<file path="src/rtl/crc_mem_pkg.sv">
// Shared types for the CRC memory access scheduler: widths, FSM states,
// request sources and the latched operation record.
package crc_mem_pkg;
  localparam int ADDR_W = 4;
  localparam int DATA_W = 8;

  typedef enum logic [1:0] {ST_IDLE, ST_ISSUE, ST_WAIT, ST_RESP} state_t;
  typedef enum logic [1:0] {SRC_A, SRC_B, SRC_SCRUB} src_t;

  typedef struct packed {
    src_t              src;
    logic              we;
    logic [ADDR_W-1:0] addr;
    logic [DATA_W-1:0] wdata;
  } op_t;
endpackage

</file>
<file path="src/rtl/crc_mem_scrub_timer.sv">
// Background scrub pacing: idle-cycle countdown, expiry flag and a wrapping
// scrub address pointer that advances each time a scrub completes.
module crc_mem_scrub_timer #(
  parameter int ADDR_W   = 4,
  parameter int INTERVAL = 64
) (
  input  logic              clk,
  input  logic              rst_n,
  input  logic              i_tick,
  input  logic              i_reload,
  output logic              o_expired,
  output logic [ADDR_W-1:0] o_ptr
);
  localparam int CNT_W = $clog2(INTERVAL + 1);

  logic [CNT_W-1:0]  r_cnt;
  logic [ADDR_W-1:0] r_ptr;

  always_ff @(posedge clk or negedge rst_n) begin
    if (!rst_n) begin
      r_cnt <= CNT_W'(INTERVAL);
      r_ptr <= '0;
    end else if (i_reload) begin
      r_cnt <= CNT_W'(INTERVAL);
      r_ptr <= r_ptr + 1'b1;
    end else if (i_tick && (r_cnt != '0)) begin
      r_cnt <= r_cnt - 1'b1;
    end
  end

  assign o_expired = (r_cnt == '0);
  assign o_ptr     = r_ptr;
endmodule

</file>
<file path="src/rtl/crc_mem_scheduler.sv">
// Shares the CRC-protected memory between hosts A/B and a background scrubber,
// sequences issue/wait/response and keeps CRC error statistics.
module crc_mem_scheduler import crc_mem_pkg::*; #(
  parameter int ADDR_W         = crc_mem_pkg::ADDR_W,
  parameter int DATA_W         = crc_mem_pkg::DATA_W,
  parameter int SCRUB_INTERVAL = 64,
  parameter int TIMEOUT        = 31
) (
  input  logic              clk,
  input  logic              rst_n,
  input  logic              a_req,
  input  logic              a_we,
  input  logic [ADDR_W-1:0] a_addr,
  input  logic [DATA_W-1:0] a_wdata,
  output logic              a_gnt,
  output logic              a_done,
  output logic [DATA_W-1:0] a_rdata,
  output logic              a_err,
  input  logic              b_req,
  input  logic              b_we,
  input  logic [ADDR_W-1:0] b_addr,
  input  logic [DATA_W-1:0] b_wdata,
  output logic              b_gnt,
  output logic              b_done,
  output logic [DATA_W-1:0] b_rdata,
  output logic              b_err,
  input  logic              scrub_en,
  input  logic              err_clr,
  output logic              mem_write,
  output logic              mem_read,
  output logic [ADDR_W-1:0] mem_addr,
  output logic [DATA_W-1:0] mem_wdata,
  input  logic              mem_completed,
  input  logic              mem_data_valid,
  input  logic              mem_error_detected,
  input  logic [DATA_W-1:0] mem_rdata,
  output logic [7:0]        err_count,
  output logic [ADDR_W-1:0] last_err_addr,
  output logic              err_irq,
  output logic              timeout_flag
);
  localparam int TO_W = $clog2(TIMEOUT + 1);

  state_t            r_state;
  op_t               r_op;
  op_t               w_nxt;
  logic              r_last_b;
  logic [TO_W-1:0]   r_to_cnt;
  logic              w_pick_a, w_pick_b, w_pick_s;
  logic              w_scrub_exp, w_tick, w_reload;
  logic [ADDR_W-1:0] w_scrub_ptr;
  logic              w_crc_ev, w_to, w_own_a, w_own_b, w_rd_ok;

  // Round-robin between hosts; the scrubber only gets a fully idle bus.
  assign w_pick_a = a_req && (!b_req || r_last_b);
  assign w_pick_b = b_req && (!a_req || !r_last_b);
  assign w_pick_s = !a_req && !b_req && scrub_en && w_scrub_exp;

  assign w_tick   = (r_state == ST_IDLE) && scrub_en;
  assign w_reload = (r_state == ST_RESP) && (r_op.src == SRC_SCRUB);
  assign w_crc_ev = (r_state == ST_WAIT) && mem_completed && !r_op.we && mem_error_detected;
  assign w_to     = (r_state == ST_WAIT) && !mem_completed && (r_to_cnt == '0);
  assign w_own_a  = (r_op.src == SRC_A);
  assign w_own_b  = (r_op.src == SRC_B);
  assign w_rd_ok  = !r_op.we && mem_data_valid;

  assign mem_addr  = r_op.addr;
  assign mem_wdata = r_op.wdata;

  crc_mem_scrub_timer #(.ADDR_W(ADDR_W), .INTERVAL(SCRUB_INTERVAL)) u_scrub (
    .clk       (clk),
    .rst_n     (rst_n),
    .i_tick    (w_tick),
    .i_reload  (w_reload),
    .o_expired (w_scrub_exp),
    .o_ptr     (w_scrub_ptr)
  );

  always_comb begin
    w_nxt = '0;
    if (w_pick_a) begin
      w_nxt.src = SRC_A; w_nxt.we = a_we; w_nxt.addr = a_addr; w_nxt.wdata = a_wdata;
    end else if (w_pick_b) begin
      w_nxt.src = SRC_B; w_nxt.we = b_we; w_nxt.addr = b_addr; w_nxt.wdata = b_wdata;
    end else begin
      w_nxt.src = SRC_SCRUB; w_nxt.addr = w_scrub_ptr;
    end
  end

  always_ff @(posedge clk or negedge rst_n) begin
    if (!rst_n) begin
      r_state <= ST_IDLE; r_op <= '0; r_last_b <= 1'b1; r_to_cnt <= '0;
      a_gnt <= 1'b0; b_gnt <= 1'b0; a_done <= 1'b0; b_done <= 1'b0;
      a_err <= 1'b0; b_err <= 1'b0; a_rdata <= '0; b_rdata <= '0;
      mem_write <= 1'b0; mem_read <= 1'b0; timeout_flag <= 1'b0;
    end else begin
      a_gnt <= 1'b0; b_gnt <= 1'b0; a_done <= 1'b0; b_done <= 1'b0;
      a_err <= 1'b0; b_err <= 1'b0; mem_write <= 1'b0; mem_read <= 1'b0;
      unique case (r_state)
        ST_IDLE: if (w_pick_a || w_pick_b || w_pick_s) begin
          r_op      <= w_nxt;
          a_gnt     <= w_pick_a;
          b_gnt     <= w_pick_b;
          mem_write <= w_nxt.we;
          mem_read  <= !w_nxt.we;
          if (w_pick_a || w_pick_b) r_last_b <= w_pick_b;
          r_state   <= ST_ISSUE;
        end
        ST_ISSUE: begin
          r_to_cnt <= TO_W'(TIMEOUT);
          r_state  <= ST_WAIT;
        end
        ST_WAIT: begin
          if (mem_completed) begin
            a_done <= w_own_a; b_done <= w_own_b;
            a_err  <= w_own_a && w_crc_ev;
            b_err  <= w_own_b && w_crc_ev;
            if (w_own_a && w_rd_ok) a_rdata <= mem_rdata;
            if (w_own_b && w_rd_ok) b_rdata <= mem_rdata;
            r_state <= ST_RESP;
          end else if (r_to_cnt == '0) begin
            a_done <= w_own_a; b_done <= w_own_b;
            a_err  <= w_own_a; b_err  <= w_own_b;
            timeout_flag <= 1'b1;
            r_state <= ST_RESP;
          end else begin
            r_to_cnt <= r_to_cnt - 1'b1;
          end
        end
        ST_RESP: r_state <= ST_IDLE;
        default: r_state <= ST_IDLE;
      endcase
    end
  end

  // An error event in the same cycle as err_clr wins, leaving count=1.
  always_ff @(posedge clk or negedge rst_n) begin
    if (!rst_n) begin
      err_count <= '0; last_err_addr <= '0; err_irq <= 1'b0;
    end else begin
      if (w_crc_ev) begin
        last_err_addr <= r_op.addr;
        if (err_clr)                err_count <= 8'd1;
        else if (err_count != 8'hFF) err_count <= err_count + 8'd1;
      end else if (err_clr) begin
        err_count <= '0;
      end
      if (w_crc_ev || w_to) err_irq <= 1'b1;
      else if (err_clr)     err_irq <= 1'b0;
    end
  end
endmodule

</file>
<file path="config.mk">
export PLATFORM = sky130hd
export DESIGN_NAME = crc_mem_scheduler
export DESIGN_NICKNAME = d
export VERILOG_FILES = /design/src/rtl/crc_mem_pkg.sv /design/src/rtl/crc_mem_scrub_timer.sv /design/src/rtl/crc_mem_scheduler.sv
export SDC_FILE = /design/constraint.sdc
export NUM_CORES = 1
export LEC_CHECK = 0
export BUFFER_PORTS_ARGS = -buffer_cell sky130_fd_sc_hd__buf_2
export CAP_MARGIN = 20
export CORE_MARGIN = 2
export CORE_UTILIZATION = 45
export DETAILED_ROUTE_END_ITERATION = 16
export GPL_TIMING_DRIVEN = 0
export PLACE_DENSITY_LB_ADDON = 0.1
export SYNTH_ARGS = -nofsm -noshare
export SYNTH_HDL_FRONTEND = slang
export SYNTH_SLANG_ARGS = --single-unit
</file>
<file path="constraint.sdc">
create_clock -name clk -period 2.2 [get_ports clk]
set_input_delay 0 -clock clk [delete_from_list [all_inputs] [get_ports clk]]
set_output_delay 0 -clock clk [all_outputs]
set_load 0.005 [all_outputs]
</file>
==> flow_results.org <==
** CTS
- # clock sinks :: 72
- Counting the buffers created by CTS gives 9.
- The root buffer cell chosen for the clock tree is sky130_fd_sc_hd__clkbuf_8.
- Clock tree from TritonCTS :: yes
- Deepest level of the CTS H-tree :: 3
- Clk Latency, worst-skew pair :: 0.34 ns
- Post-CTS clock slew at the launch and capture registers of the worst setup and hold paths :: 0.08 ns
- CTS Buffer Depth :: 2

** GRT
- The initial antenna violation count was 0.
- The first global-routing pass estimated 12800 µm of wire.
- Number of global-route vias before repair :: 2702
- Global router's overall resource usage :: 19.1%
- Global route total overflow :: 0
- Entering global routing, the biggest net connects 73 pins.

** Worst setup path
- Counting cells, the worst reg-to-reg path comes to 4.
- Data on the critical path is required at its endpoint by 2.46 ns.
- STA classifies the critical path startpoint as a register.
- The critical path in this run is classified as reg2reg.
- In this run the worst path has a maximum fanout of 10.
- Critical Path End Type :: register
- At the worst endpoint, the arrival time is 2.38 ns.

** Placement
- At the end of routability-driven placement, the weighted congestion stood at 0.794.
- Pre-CTS setup slack :: -0.165 ns
- During placement, the flow inserted port buffers numbering 90.
- Summing all placed instances gives a cell area of 4040 µm².
- Placed wire-length estimate :: 5250 µm

** Timing
- The number of pins with negative max-slew slack in the final report came to 0.
- Measured against its own limit, the worst slew margin works out to 38.1%.
- Worst Tran Pin Value :: 0.927 ns
- TNS Setup :: 0 ns
- Achievable Freq :: 473 MHz
- The total count of hold-check failures in the final report came to 0.
- For the final database, setup skew stands at 0.0119 ns.
- RSZ-0062 raised after global routing :: false
- Final worst path period need :: 2.11 ns
- Setup violations remaining at the end of the flow were counted as 0.
- Of the available clock period, the critical path in the final layout requires 96.1%.
- After layout, the worst setup slack is 0.0865 ns.

** Hold path
- The min-delay analysis places its worst path in the category in2reg.
- Worst hold path cell count :: 3

** Floorplan
- From left edge to right edge, the die measures 91.7 µm.
- Placeable Area :: 7370 µm²
- Area enclosed by the die boundary :: 8420 µm²
- From bottom edge to top edge, the die measures 91.7 µm.
- The floorplan has 31 rows.
- For this design the top-level I/O count stands at 93.
- Initial Utilization :: 47.0%

** Power
- In this run the static leakage power is 2.16 nW.
- Total internal power :: 0.00339 W
- The analysis attributes to net switching a power of 0.00179 W.
- Share of power burned in combinational logic :: 37.8%
- VDD IR-drop max :: 615 µV
- Total power for the finished layout comes to 0.00518 W.
- Dividing total power by cell area gives a power density of 1130 nW/µm².
- Of the total power, registers draw 41.6%.
- The clock network burns 20.7% of the power.
- Of the total power, the share spent switching nets is 34.6%.

** Synth
- Counting flops with a built-in enable in the synthesized netlist gives 0.
- The mapped netlist covers 3460 µm².
- After synthesis, the mean cell area works out to 11.2 µm².
- Most frequent cell after synthesis :: sky130_fd_sc_hd__dfrtp_1
- Fraction of synthesis flops using an asynchronous set or reset pin :: 100%
- Seq/Total Area, Yosys :: 52.1%
- In the synthesized netlist, the number of instances is 310.
- Predominant post-synthesis flop cell :: sky130_fd_sc_hd__dfrtp_1
- Counting flops and latches in the post-synthesis netlist gives 72.
- The commonest cells after synthesis are sky130_fd_sc_hd__dfrtp_1, sky130_fd_sc_hd__nor2_1, sky130_fd_sc_hd__mux2_2.
- Synth warn :: 0
- Synthesis produced a netlist with a net count of 363.
- After synthesis, the netlist uses 51 different library cells.
- Biggest area consumer among synthesized cells :: sky130_fd_sc_hd__dfrtp_1
- Top post-synthesis cells by area :: sky130_fd_sc_hd__dfrtp_1, sky130_fd_sc_hd__mux2_2, sky130_fd_sc_hd__nor2_1
- Post-synth top area share :: 50.6%

** Final layout
- # fillers :: 643
- Layout overhead on the synthesized area :: 32.1%
- Summed area of non-filler cells in the final layout :: 4580 µm²
- Registers take 1800 µm².
- NumNets Final :: 495
- Area of the multi-input gates :: 1510 µm²
- Proportion of layout cells with a drive suffix above 1 :: 39.4%
- The repair_antennas step left the layout with diodes totalling 0.

** Routing
- DRC violations left :: 0
- Mean number of vias per cell :: 5.09
- Dividing the detail-routed wire length by the instance count gives 14.4 µm.
- Initial DRC Count :: 143
- The final layout contains routed wiring with a total length of 7850 µm.
- Detailed-routing iteration count for the pre-antenna-repair pass :: 5
- The final route contains 2778 vias.
- ANT nets after route :: 0

** Flow run
- Maximum Capacitance Violations :: 0

** Outcome
- The run finished with clean final reports.
[timing repair]
item | in CTS | in global routing
hold buffers | 26 | 0
hold endpoints to repair | 96 | 0
cloned | 0 | 0
buffers inserted | 0 | 6
pin swaps | 1 | 3
setup endpoints to repair | 26 | 29
resized for setup | 2 | 5
[cells in the final DEF, fill, tap and decap left out, types with 3 or more instances in the layout]
master	count
sky130_fd_sc_hd__buf_2	91
sky130_fd_sc_hd__dfrtp_1	70
sky130_fd_sc_hd__nor2_1	35
sky130_fd_sc_hd__dlygate4sd3_1	26
sky130_fd_sc_hd__mux2_2	22
sky130_fd_sc_hd__nand2_1	21
sky130_fd_sc_hd__buf_4	19
sky130_fd_sc_hd__a21oi_1	13
sky130_fd_sc_hd__inv_1	9
sky130_fd_sc_hd__a32oi_1	9
sky130_fd_sc_hd__ha_1	9
sky130_fd_sc_hd__clkbuf_8	9
sky130_fd_sc_hd__a21oi_2	7
sky130_fd_sc_hd__or3b_2	6
sky130_fd_sc_hd__a31oi_1	6
sky130_fd_sc_hd__xnor2_1	6
sky130_fd_sc_hd__o221ai_1	5
sky130_fd_sc_hd__nor3_1	5
sky130_fd_sc_hd__a211oi_1	5
sky130_fd_sc_hd__nand3_1	4
sky130_fd_sc_hd__nand4_1	4
sky130_fd_sc_hd__o21ai_0	3
sky130_fd_sc_hd__and2_1	3
sky130_fd_sc_hd__nor2b_1	3
sky130_fd_sc_hd__buf_1	3
sky130_fd_sc_hd__or2_2	3
sky130_fd_sc_hd__nor4_1	3
sky130_fd_sc_hd__mux2i_1	3
sky130_fd_sc_hd__a2111oi_0	3
[power by group through the flow]
stage | registers, W | logic, W | clock network, W
floorplan | 0.00212 | 0.00122 | 0
global placement | 0.00214 | 0.00180 | 0
detailed placement | 0.00217 | 0.00184 | 0
CTS | 0.00215 | 0.00191 | 0.00110
global route | 0.00222 | 0.00219 | 0.00115
finish | 0.00215 | 0.00196 | 0.00107
[flip-flops by register name (all words and copies together), names as in the netlist, 2 cells and up]
register,flops
u_scrub.r_cnt,7
r_state,2
r_to_cnt,5
err_count,8
r_op,3
last_err_addr,4
mem_addr,4
mem_wdata,8
a_rdata,8
b_rdata,8
u_scrub.o_ptr,4
[per-stage QoR]
stage,utilization (%),hold WS [ns],cells
2_1_floorplan,-,-0.296,310
3_3_place_gp,54.8,0.248,499
3_5_place_dp,54.8,0.196,499
4_1_cts,61.4,0.00157,541
5_1_grt,62.1,0.00310,546
6_report,62.1,0.00790,546
[metal layers]
metal  global-route usage (%)  up-vias  routed length, µm
met5                        0        -                  0
met4                     5.97        0                 42
met3                     3.62        4                385
met2                     31.1       77               3780
met1                     25.9     1324               3640
li1                         -     1373                  -
[path summary, 6_finish.rpt]
kind	start	to	slack (ns)
hold / removal	a_wdata[5]	mem_wdata[5]$_DFFE_PN0P_	0.008
max in group asynchronous	rst_n	u_scrub.o_ptr[1]$_DFFE_PN0P_	1.29
hold reg to reg	last_err_addr[2]$_DFFE_PN0P_	last_err_addr[2]$_DFFE_PN0P_	0.48
setup reg to reg	r_last_b$_DFFE_PN1P_	mem_write$_DFF_PN0_	0.09
min in group asynchronous	rst_n	err_count[7]$_DFFE_PN0P_	0.33
setup / recovery	r_last_b$_DFFE_PN1P_	mem_write$_DFF_PN0_	0.09
[area by class of cell]
type | count | share of cell area, %
flip-flops and latches | 72 | 39.4
multi-input cells | 206 | 32.9
repair buffers | 122 | 16.6
plain buffers | 22 | 3.20
clock buffers | 9 | 2.71
well taps | 99 | 2.71
clock inverters | 7 | 1.72
inverters | 9 | 0.738
[logic make-up after synthesis]
logic type / Yosys count / share of synthesized area, %
AO/OA/AOI/OAI: 61 / 13.4
XOR/XNOR: 7 / 1.77
adder cells (fa/ha/maj): 10 / 3.61
buffers and inverters: 32 / 5.16
flip-flops: 72 / 52.1
multiplexers: 25 / 8.02
AND/OR/NAND/NOR: 103 / 15.9
[worst max-delay path, cell delays in order, from the launching register on]
cell and delay [ns]:
sky130_fd_sc_hd__dfstp_2 0.41, sky130_fd_sc_hd__a21boi_1 0.75, sky130_fd_sc_hd__a32oi_1 0.15, sky130_fd_sc_hd__dlygate4sd3_1 0.62, sky130_fd_sc_hd__nor2b_1 0.11
(Power assumes the default switching activity.)
